File: src/rtl/spi_slave_if.sv
// SPI-slave byte engine (mode 0, 8-bit frames): synchronizes the SPI pins into clk,
// assembles MSB-first bytes for the command decoder and shifts a response byte out.
module spi_slave_if #(
  parameter int SYNC_STAGES = 2
) (
  input  logic       clk_i,
  input  logic       nrst_i,
  input  logic       sck_i,
  input  logic       ncs_i,
  input  logic       sdi_i,
  output logic       sdo_o,
  output logic [7:0] spi_data_o,
  output logic       rxne_o,
  input  logic       rx_ack_i,
  output logic       ovr_o,
  input  logic [7:0] tx_data_i,
  input  logic       tx_load_i,
  output logic       busy_o,
  output logic       tc_o,
  output logic       rdy_o
);

  typedef enum logic [1:0] {IDLE, ACTIVE, DONE} state_t;

  state_t state_q, state_d;

  logic [SYNC_STAGES-1:0] sck_sync_q, ncs_sync_q, sdi_sync_q;
  logic sck_prev_q, ncs_prev_q;
  logic sck_s, ncs_s, sdi_s;
  logic sck_rise, sck_fall, ncs_rise, ncs_fall;

  logic [7:0] rx_sh_q, rx_sh_d, tx_sh_q, tx_sh_d, tx_buf_q, tx_buf_d;
  logic [7:0] spi_data_q, spi_data_d, rx_byte;
  logic [2:0] cnt_q, cnt_d;
  logic tx_full_q, tx_full_d, got_byte_q, got_byte_d;
  logic rxne_q, rxne_d, ovr_q, ovr_d, tc_q, tc_d, rdy_q, rdy_d;
  logic byte_done, tx_copy;

  // ncs synchronizer resets to the inactive level so a low pin after reset reads as a fall
  always_ff @(posedge clk_i or negedge nrst_i) begin
    if (!nrst_i) begin
      sck_sync_q <= '0;
      ncs_sync_q <= '1;
      sdi_sync_q <= '0;
      sck_prev_q <= 1'b0;
      ncs_prev_q <= 1'b1;
    end else begin
      sck_sync_q <= {sck_sync_q[SYNC_STAGES-2:0], sck_i};
      ncs_sync_q <= {ncs_sync_q[SYNC_STAGES-2:0], ncs_i};
      sdi_sync_q <= {sdi_sync_q[SYNC_STAGES-2:0], sdi_i};
      sck_prev_q <= sck_s;
      ncs_prev_q <= ncs_s;
    end
  end

  assign sck_s    = sck_sync_q[SYNC_STAGES-1];
  assign ncs_s    = ncs_sync_q[SYNC_STAGES-1];
  assign sdi_s    = sdi_sync_q[SYNC_STAGES-1];
  assign sck_rise = sck_s & ~sck_prev_q;
  assign sck_fall = ~sck_s & sck_prev_q;
  assign ncs_rise = ncs_s & ~ncs_prev_q;
  assign ncs_fall = ~ncs_s & ncs_prev_q;
  assign rx_byte  = {rx_sh_q[6:0], sdi_s};

  always_comb begin
    state_d    = state_q;
    cnt_d      = cnt_q;
    rx_sh_d    = rx_sh_q;
    tx_sh_d    = tx_sh_q;
    tx_buf_d   = tx_buf_q;
    tx_full_d  = tx_full_q;
    got_byte_d = got_byte_q;
    spi_data_d = spi_data_q;
    rxne_d     = rxne_q;
    ovr_d      = ovr_q;
    tc_d       = 1'b0;
    byte_done  = 1'b0;
    tx_copy    = 1'b0;

    case (state_q)
      IDLE: begin
        cnt_d      = 3'd0;
        got_byte_d = 1'b0;
        if (ncs_fall) begin
          state_d = ACTIVE;
          tx_copy = 1'b1;
        end
      end
      ACTIVE: begin
        if (ncs_rise) begin
          state_d = DONE;
        end else if (sck_rise) begin
          rx_sh_d = rx_byte;
          cnt_d   = cnt_q + 3'd1;
          if (cnt_q == 3'd7) begin
            byte_done  = 1'b1;
            got_byte_d = 1'b1;
          end
        end else if (sck_fall) begin
          // counter back at 0 after a finished byte: next response byte goes out
          if (cnt_q == 3'd0 && got_byte_q) tx_copy = 1'b1;
          else tx_sh_d = {tx_sh_q[6:0], 1'b0};
        end
      end
      DONE: begin
        state_d    = IDLE;
        cnt_d      = 3'd0;
        tc_d       = got_byte_q;
        got_byte_d = 1'b0;
      end
      default: state_d = IDLE;
    endcase

    if (tx_copy) begin
      tx_sh_d   = tx_full_q ? tx_buf_q : 8'h00;
      tx_full_d = 1'b0;
    end
    if (tx_load_i) begin
      tx_buf_d  = tx_data_i;
      tx_full_d = 1'b1;
    end

    // an acknowledge landing with a completed byte frees the slot for that byte
    if (byte_done) begin
      if (rx_ack_i || !rxne_q) begin
        spi_data_d = rx_byte;
        rxne_d     = 1'b1;
      end else begin
        ovr_d = 1'b1;
      end
    end else if (rx_ack_i) begin
      rxne_d = 1'b0;
      ovr_d  = 1'b0;
    end

    rdy_d = (state_d == IDLE);
  end

  always_ff @(posedge clk_i or negedge nrst_i) begin
    if (!nrst_i) begin
      state_q    <= IDLE;
      cnt_q      <= 3'd0;
      rx_sh_q    <= 8'h00;
      tx_sh_q    <= 8'h00;
      tx_buf_q   <= 8'h00;
      tx_full_q  <= 1'b0;
      got_byte_q <= 1'b0;
      spi_data_q <= 8'h00;
      rxne_q     <= 1'b0;
      ovr_q      <= 1'b0;
      tc_q       <= 1'b0;
      rdy_q      <= 1'b0;
    end else begin
      state_q    <= state_d;
      cnt_q      <= cnt_d;
      rx_sh_q    <= rx_sh_d;
      tx_sh_q    <= tx_sh_d;
      tx_buf_q   <= tx_buf_d;
      tx_full_q  <= tx_full_d;
      got_byte_q <= got_byte_d;
      spi_data_q <= spi_data_d;
      rxne_q     <= rxne_d;
      ovr_q      <= ovr_d;
      tc_q       <= tc_d;
      rdy_q      <= rdy_d;
    end
  end

  assign sdo_o      = (state_q == ACTIVE) & tx_sh_q[7];
  assign spi_data_o = spi_data_q;
  assign rxne_o     = rxne_q;
  assign ovr_o      = ovr_q;
  assign busy_o     = (state_q != IDLE);
  assign tc_o       = tc_q;
  assign rdy_o      = rdy_q;

endmodule

File: config.mk
export PLATFORM = sky130hd
export DESIGN_NAME = spi_slave_if
export DESIGN_NICKNAME = d
export VERILOG_FILES = /design/src/rtl/spi_slave_if.sv
export SDC_FILE = /design/constraint.sdc
export NUM_CORES = 1
export LEC_CHECK = 0
export BUFFER_PORTS_ARGS = -buffer_cell sky130_fd_sc_hd__clkbuf_2
export CAP_MARGIN = 10
export CELL_PAD_IN_SITES_DETAIL_PLACEMENT = 1
export CELL_PAD_IN_SITES_GLOBAL_PLACEMENT = 2
export CORE_MARGIN = 4
export CORE_UTILIZATION = 41
export CTS_BUF_LIST = sky130_fd_sc_hd__clkbuf_4 sky130_fd_sc_hd__clkbuf_8
export DETAILED_ROUTE_END_ITERATION = 8
export GPL_TIMING_DRIVEN = 1
export HOLD_SLACK_MARGIN = 0.02
export PLACE_DENSITY_LB_ADDON = 0.05
export SLEW_MARGIN = 30
export SYNTH_ARGS = -nofsm -noshare
export SYNTH_HDL_FRONTEND = slang
export SYNTH_SLANG_ARGS = --single-unit
File: constraint.sdc
create_clock -name clk_i -period 2.15 [get_ports clk_i]
set_clock_uncertainty 0.15 [all_clocks]
set_input_delay 0.3225 -clock clk_i [delete_from_list [all_inputs] [get_ports clk_i]]
set_output_delay 0.3225 -clock clk_i [all_outputs]
set_load 0.05 [all_outputs]
### Word level (Yosys, flattened, before mapping)

Index checks and enable logic that the tools add are counted.

| operators by class | value |
|---|---|
| add/subtract/negate cells | 1 |
| multipliers | 0 |
| divide/modulo/power cells | 0 |
| $lt $le $gt $ge | 0 |
| equality and inequality tests | 11 |
| shifts and indexed selects | 0 |
| muxes and demuxes | 35 |
| bitwise gates (word level) | 10 |
| reductions and logical operators | 20 |

Operator list:

| operator | number |
|---|---|
| $mux W8 | 7 |
| $mux W1 | 20 |
| $reduce_bool A2 Y1 | 6 |
| $ne A2 B2 Y1 const B | 5 |
| $mux W3 | 2 |
| $ne A2 B1 Y1 const B | 3 |
| $pmux W3 S2 | 1 |
| $reduce_and A2 Y1 | 3 |
| $reduce_and A3 Y1 | 2 |
| $and A1 B1 Y1 | 5 |
| $not A1 Y1 | 5 |
| $reduce_and A5 Y1 | 1 |
| $logic_not A2 Y1 | 2 |
| $mux W2 | 2 |
| $pmux W1 S2 | 2 |
| $pmux W2 S2 | 1 |
| $reduce_and A4 Y1 | 1 |
| $add A3 B1 Y3 const B | 1 |
| $eq A3 B3 Y1 const B | 1 |
| $logic_not A3 Y1 | 1 |
| $eq A2 B1 Y1 const B | 1 |
| $eq A2 B2 Y1 const B | 1 |
| $reduce_or A2 Y1 | 1 |
| $logic_and A1 B1 Y1 | 1 |
| 2 further kinds | 2 |

| word-level totals | value |
|---|---|
| flip-flop bits (word level) | 50 |
| latch bits | 0 |
| bits in writable memories | 0 |
| memory bits (read-only) | 0 |
| input bits | 15 |
| output and inout port bits | 14 |
| logic and storage cells | 94 |
| memories | 0 |

### Longest topological paths before layout

| logic depth | value |
|---|---|
| depth in word-level cells | 9 |
| gate-level depth with buffers | 8 |

### Least setup slack after synthesis

Ideal clock, no wire load.

| timing path | value |
|---|---|
| kind | flip-flop to flip-flop |
| from | register cnt_q[0] |
| to | register tx_sh_q[1] |
| setup time | 0.126 ns |
| arrival time | 1.557 ns |
| required time | 1.874 ns |
| slack | 0.317 ns |
| stages on the path, launching flop included | 9 |
| path buffers | 1 |
| cell sequence | dfrtp_1 inv_1 ha_1 and2b_2 o2111ai_2 o21ai_2 and4b_1 buf_6 a221o_1 |

| on the way | value |
|---|---|
| word-level cells in the longest chain between the ends | 9 |
| elaborated cells on any way between the ends | 14 |
| classes of those cells | eq/ne (3); mux (6); reduce/logical (5) |

Ends and longest elaborated chain:

| item | RTL line | source |
|---|---|---|
| start, declared | 34 | `logic [2:0] cnt_q, cnt_d;` |
| start signal, assigned | 155 | `cnt_q <= cnt_d;` |
| $logic_not A3 Y1 * | 101 | `if (cnt_q == 3'd0 && got_byte_q) tx_copy = 1'b1;` |
| $logic_and A1 B1 Y1 * | 101 |  |
| $mux W1 | 101 |  |
| $mux W1 | 99 | `end else if (sck_fall) begin` |
| $mux W1 | 92 | `end else if (sck_rise) begin` |
| $mux W1 | 90 | `if (ncs_rise) begin` |
| $pmux W1 S2 | 80 | `case (state_q)` |
| $ne A2 B2 Y1 (no source line) (tied with other cells) | -- |  |
| $reduce_and A5 Y1 (no source line) | -- |  |
| end signal, assigned | 157 | `tx_sh_q <= tx_sh_d;` |
| end, declared | 32 | `logic [7:0] rx_sh_q, rx_sh_d, tx_sh_q, tx_sh_d, tx_buf_q, tx_buf_d;` |

Mark *: on every way between the ends. The rest lies on a longest branch, timed or not.
A chain may end at the register's enable or synchronous reset.

### Worst setup path after layout

| timing path | value |
|---|---|
| from | register cnt_q[0] |
| to | register tx_sh_q[7] |

The elaborated chain is that of the path after synthesis.

==> impl_metrics.ini <==
[routing]
drc = 0
ant_nets = 0
route.detailed.vias_per_inst = 5.182
drt_first_pass_iters = 4
totalWireLength_microns = 3624
routed-via-count = 1197
drt_iter0_drc = 25
wl_per_cell_microns = 15.69

[timing]
timing.setup.tns_ns = 0
fin_hold_ws_ns = 0.09541
slew_headroom_pct = 62.52
final-max-slew-violation-count = 0
setup-violations-final = 0
worst_slew_pin_slew_ns = 0.5622
rsz0062_at_grt = no
post-route-min-period_ns = 1.949
hold_violations = 0
fin_crit_sh_pct = 90.63
max_clock_freq_ghz = 0.5132

[clock_tree]
post_cts_buffers = 0
cts_tree = built
clock_insertion_delay_worst_skew_ns = 0.30
htreeDepth = 2
clock_path_buffers = 2
cts.clk_slew.worst_paths_ns = 0.09
cts-buffers-inserted = 5
cts_root_buf = clkbuf_8
clock_sink_count = 50

[logic_synthesis]
post-synth-top-area-fraction_pct = 59.46
adder_cell_share_of_the_synthesized_area_pct = 1.898
synth-edff-count = 0
yosys.cell_count.top_type = dfrtp_1
synth_ff_type = dfrtp_1
synth.avg_cell_area_sq_um = 14.55
synth-seq-area-share_pct = 63.44
synthTopCellsByArea = dfrtp_1 59%, mux2_2 9.1%, mux2_1 4.6%
syn_area_sq_um = 1978
yosys_warnings = 0
ys_ff_latch = 50
synth.distinct_cells = 33
parity_gate_share_of_the_synthesized_area_counting_xor_and_xnor_cells_pct = 0
synth_mux_area_share_pct = 13.66
combinational_family_with_the_most_area_after_synthesis = multiplexers
synth_commonest_cells = 47 x dfrtp_1, 16 x mux2_2, 8 x mux2_1
synth_async_reset_ratio_pct = 100.0
netlist.top_cell.by_area = dfrtp_1
post_synth_inst_count = 136
synth-simple-area-share_pct = 11.01
synth-compound-area-share_pct = 7.843
synthesis.nets = 154

[floorplan]
initial_utilization_pct = 42.16
core.rowCount = 25
chipWidth_microns = 77.46
die-height_microns = 77.46
design.die.area_sq_um = 6000
io_pins = 29
core_sq_um = 4692

[global_routing]
grt_pass1_vias = 1389
grt_usage_pct = 13.94
antenna_violations_before_repair = 0
grt_start_max_net_pins = 23
grt_pass1_wl_microns = 6624
globalRouteOverflowTotal = 0

[critical_path]
crit_required_ns = 2.18
timing.critical_path.from_type = flip-flop
endpoint_kind = flip-flop
critical_path_type = reg -> reg
critical-path-max-stage-delay_ns = 0.39
critPathSlowestCell = dfrtp_1
timing.critical_path.cells = inv_1 -> ha_1 -> and2b_2 -> o2111ai_2 -> o21ai_2 -> and4b_1 -> a221o_1
critPathMaxFanout = 7
reg2reg_slack_ns = 0.20
worst_ep_arrival_time_ns = 1.98

[outcome]
outcome = complete, no violations

[power]
final_total_pwr_mw = 2.229
peakVddDrop_mv = 0.4327
pd_cells_nw_per_um2 = 939.2
leakage_nw = 1.173

[cells_and_area]
area_growth_pct = 19.99
antennaDiodeCount = 0
num-fill-cells = 483
drive_above_1_share_pct = 38.98
nNetsFinal = 194
final_cell_area_sq_um = 2374
post-route-util_pct = 50.59

[placed_design]
place.detailed.hpwl_microns = 2713
gp_congestion = 0.6883
buffer_ports.inserted = 28
dpl_cell_area_sq_um = 2196

[worst_hold_path]
worstHoldPathType = in -> reg

[flow_run]
max_cap_violations = 0
==> area by class of cell <==
cell class / instances / area (sq um) / area share (%)
Sequential cell: 50 / 1255 / 52.87
Multi-Input combinational cell: 77 / 680.7 / 28.68
Timing Repair Buffer: 36 / 210.2 / 8.856
Clock buffer: 5 / 68.82 / 2.899
Clock inverter: 3 / 68.82 / 2.899
Tap cell: 54 / 67.56 / 2.847
Inverter: 6 / 22.52 / 0.9489
==> metrics by stage <==
step,setup WS [ns],cells
floorplan,0.3168,136
global placement,0.2428,219
detailed placement,0.1921,219
CTS,0.1653,231
global route,0.08210,231
finish,0.2015,231
==> cell families after synthesis <==
kind of cell    after synthesis
simple gates                 33
buf+inv                       9
compound gates               17
fa+ha+maj                     3
mux                          24
flops                        50
==> cell usage in the layout (no fill, tap or decap), types with 3 or more instances in the layout <==
| master | instances |
|---|---|
| clkbuf_8 | 5 |
| nand2_1 | 5 |
| nor2_1 | 4 |
| a221o_1 | 7 |
| inv_1 | 5 |
| dfstp_2 | 3 |
| ha_1 | 3 |
| dfrtp_1 | 47 |
| mux2_1 | 8 |
| clkbuf_2 | 28 |
| mux2_2 | 16 |
| buf_4 | 4 |
| and2_1 | 7 |
| dlygate4sd3_1 | 4 |
| nand2b_1 | 6 |
==> where the power goes <==
group          internal (mW)  total (mW)  leakage [nW]  switching (mW)
Combinational          0.157       0.301         0.468           0.144
Sequential              1.08        1.16         0.637          0.0856
Clock                  0.466       0.766        0.0683           0.300
Total                   1.70        2.23          1.17           0.530
==> routing by layer <==
metal,vias to the layer above,global-route usage [%],part of all wire (%)
met4,0,5.338,1.5
met1,613,16.23,42
met2,18,24.78,54
met3,6,3.248,2.9
li1,560,-,-
met5,-,0,0
==> state kept, by name, summed over array words and instances, names as in the netlist, 2 cells and up <==
signal,cells
rx_sh_q,7
tx_buf_q,8
sck_sync_q,2
spi_data_o,8
ncs_sync_q,2
cnt_q,3
tx_sh_q,8
sdi_sync_q,2
state_q,2
==> worst max-delay path: cells and delay by family (launching register included) <==
family	cells	cell delay (ns)
and+or+nand+nor	2	0.48
buffers and inverters	1	0.06
adders and majority gates	1	0.18
DFF	1	0.39
AOI/OAI and AO/OA	3	0.56
==> timing repair <==
item,in CTS,in global routing
resized for setup,0,0
endpoints found under the hold margin,20,0
hold buffers,4,0
==> final timing paths <==
kind / from / endpoint / cells past startpoint
min: rx_ack_i / ovr_o$_DFFE_PN0P_ / 2
max: cnt_q[0]$_DFFE_PN0P_ / tx_sh_q[7]$_DFFE_PN0P_ / 7
max in group asynchronous: nrst_i / spi_data_o[0]$_DFFE_PN0P_ / 3
min reg2reg: ncs_sync_q[0]$_DFF_PN1_ / ncs_sync_q[1]$_DFF_PN1_ / 0
min in group asynchronous: nrst_i / cnt_q[0]$_DFFE_PN0P_ / 2
max reg2reg: cnt_q[0]$_DFFE_PN0P_ / tx_sh_q[7]$_DFFE_PN0P_ / 7
Power figures use the tool's default switching activity.
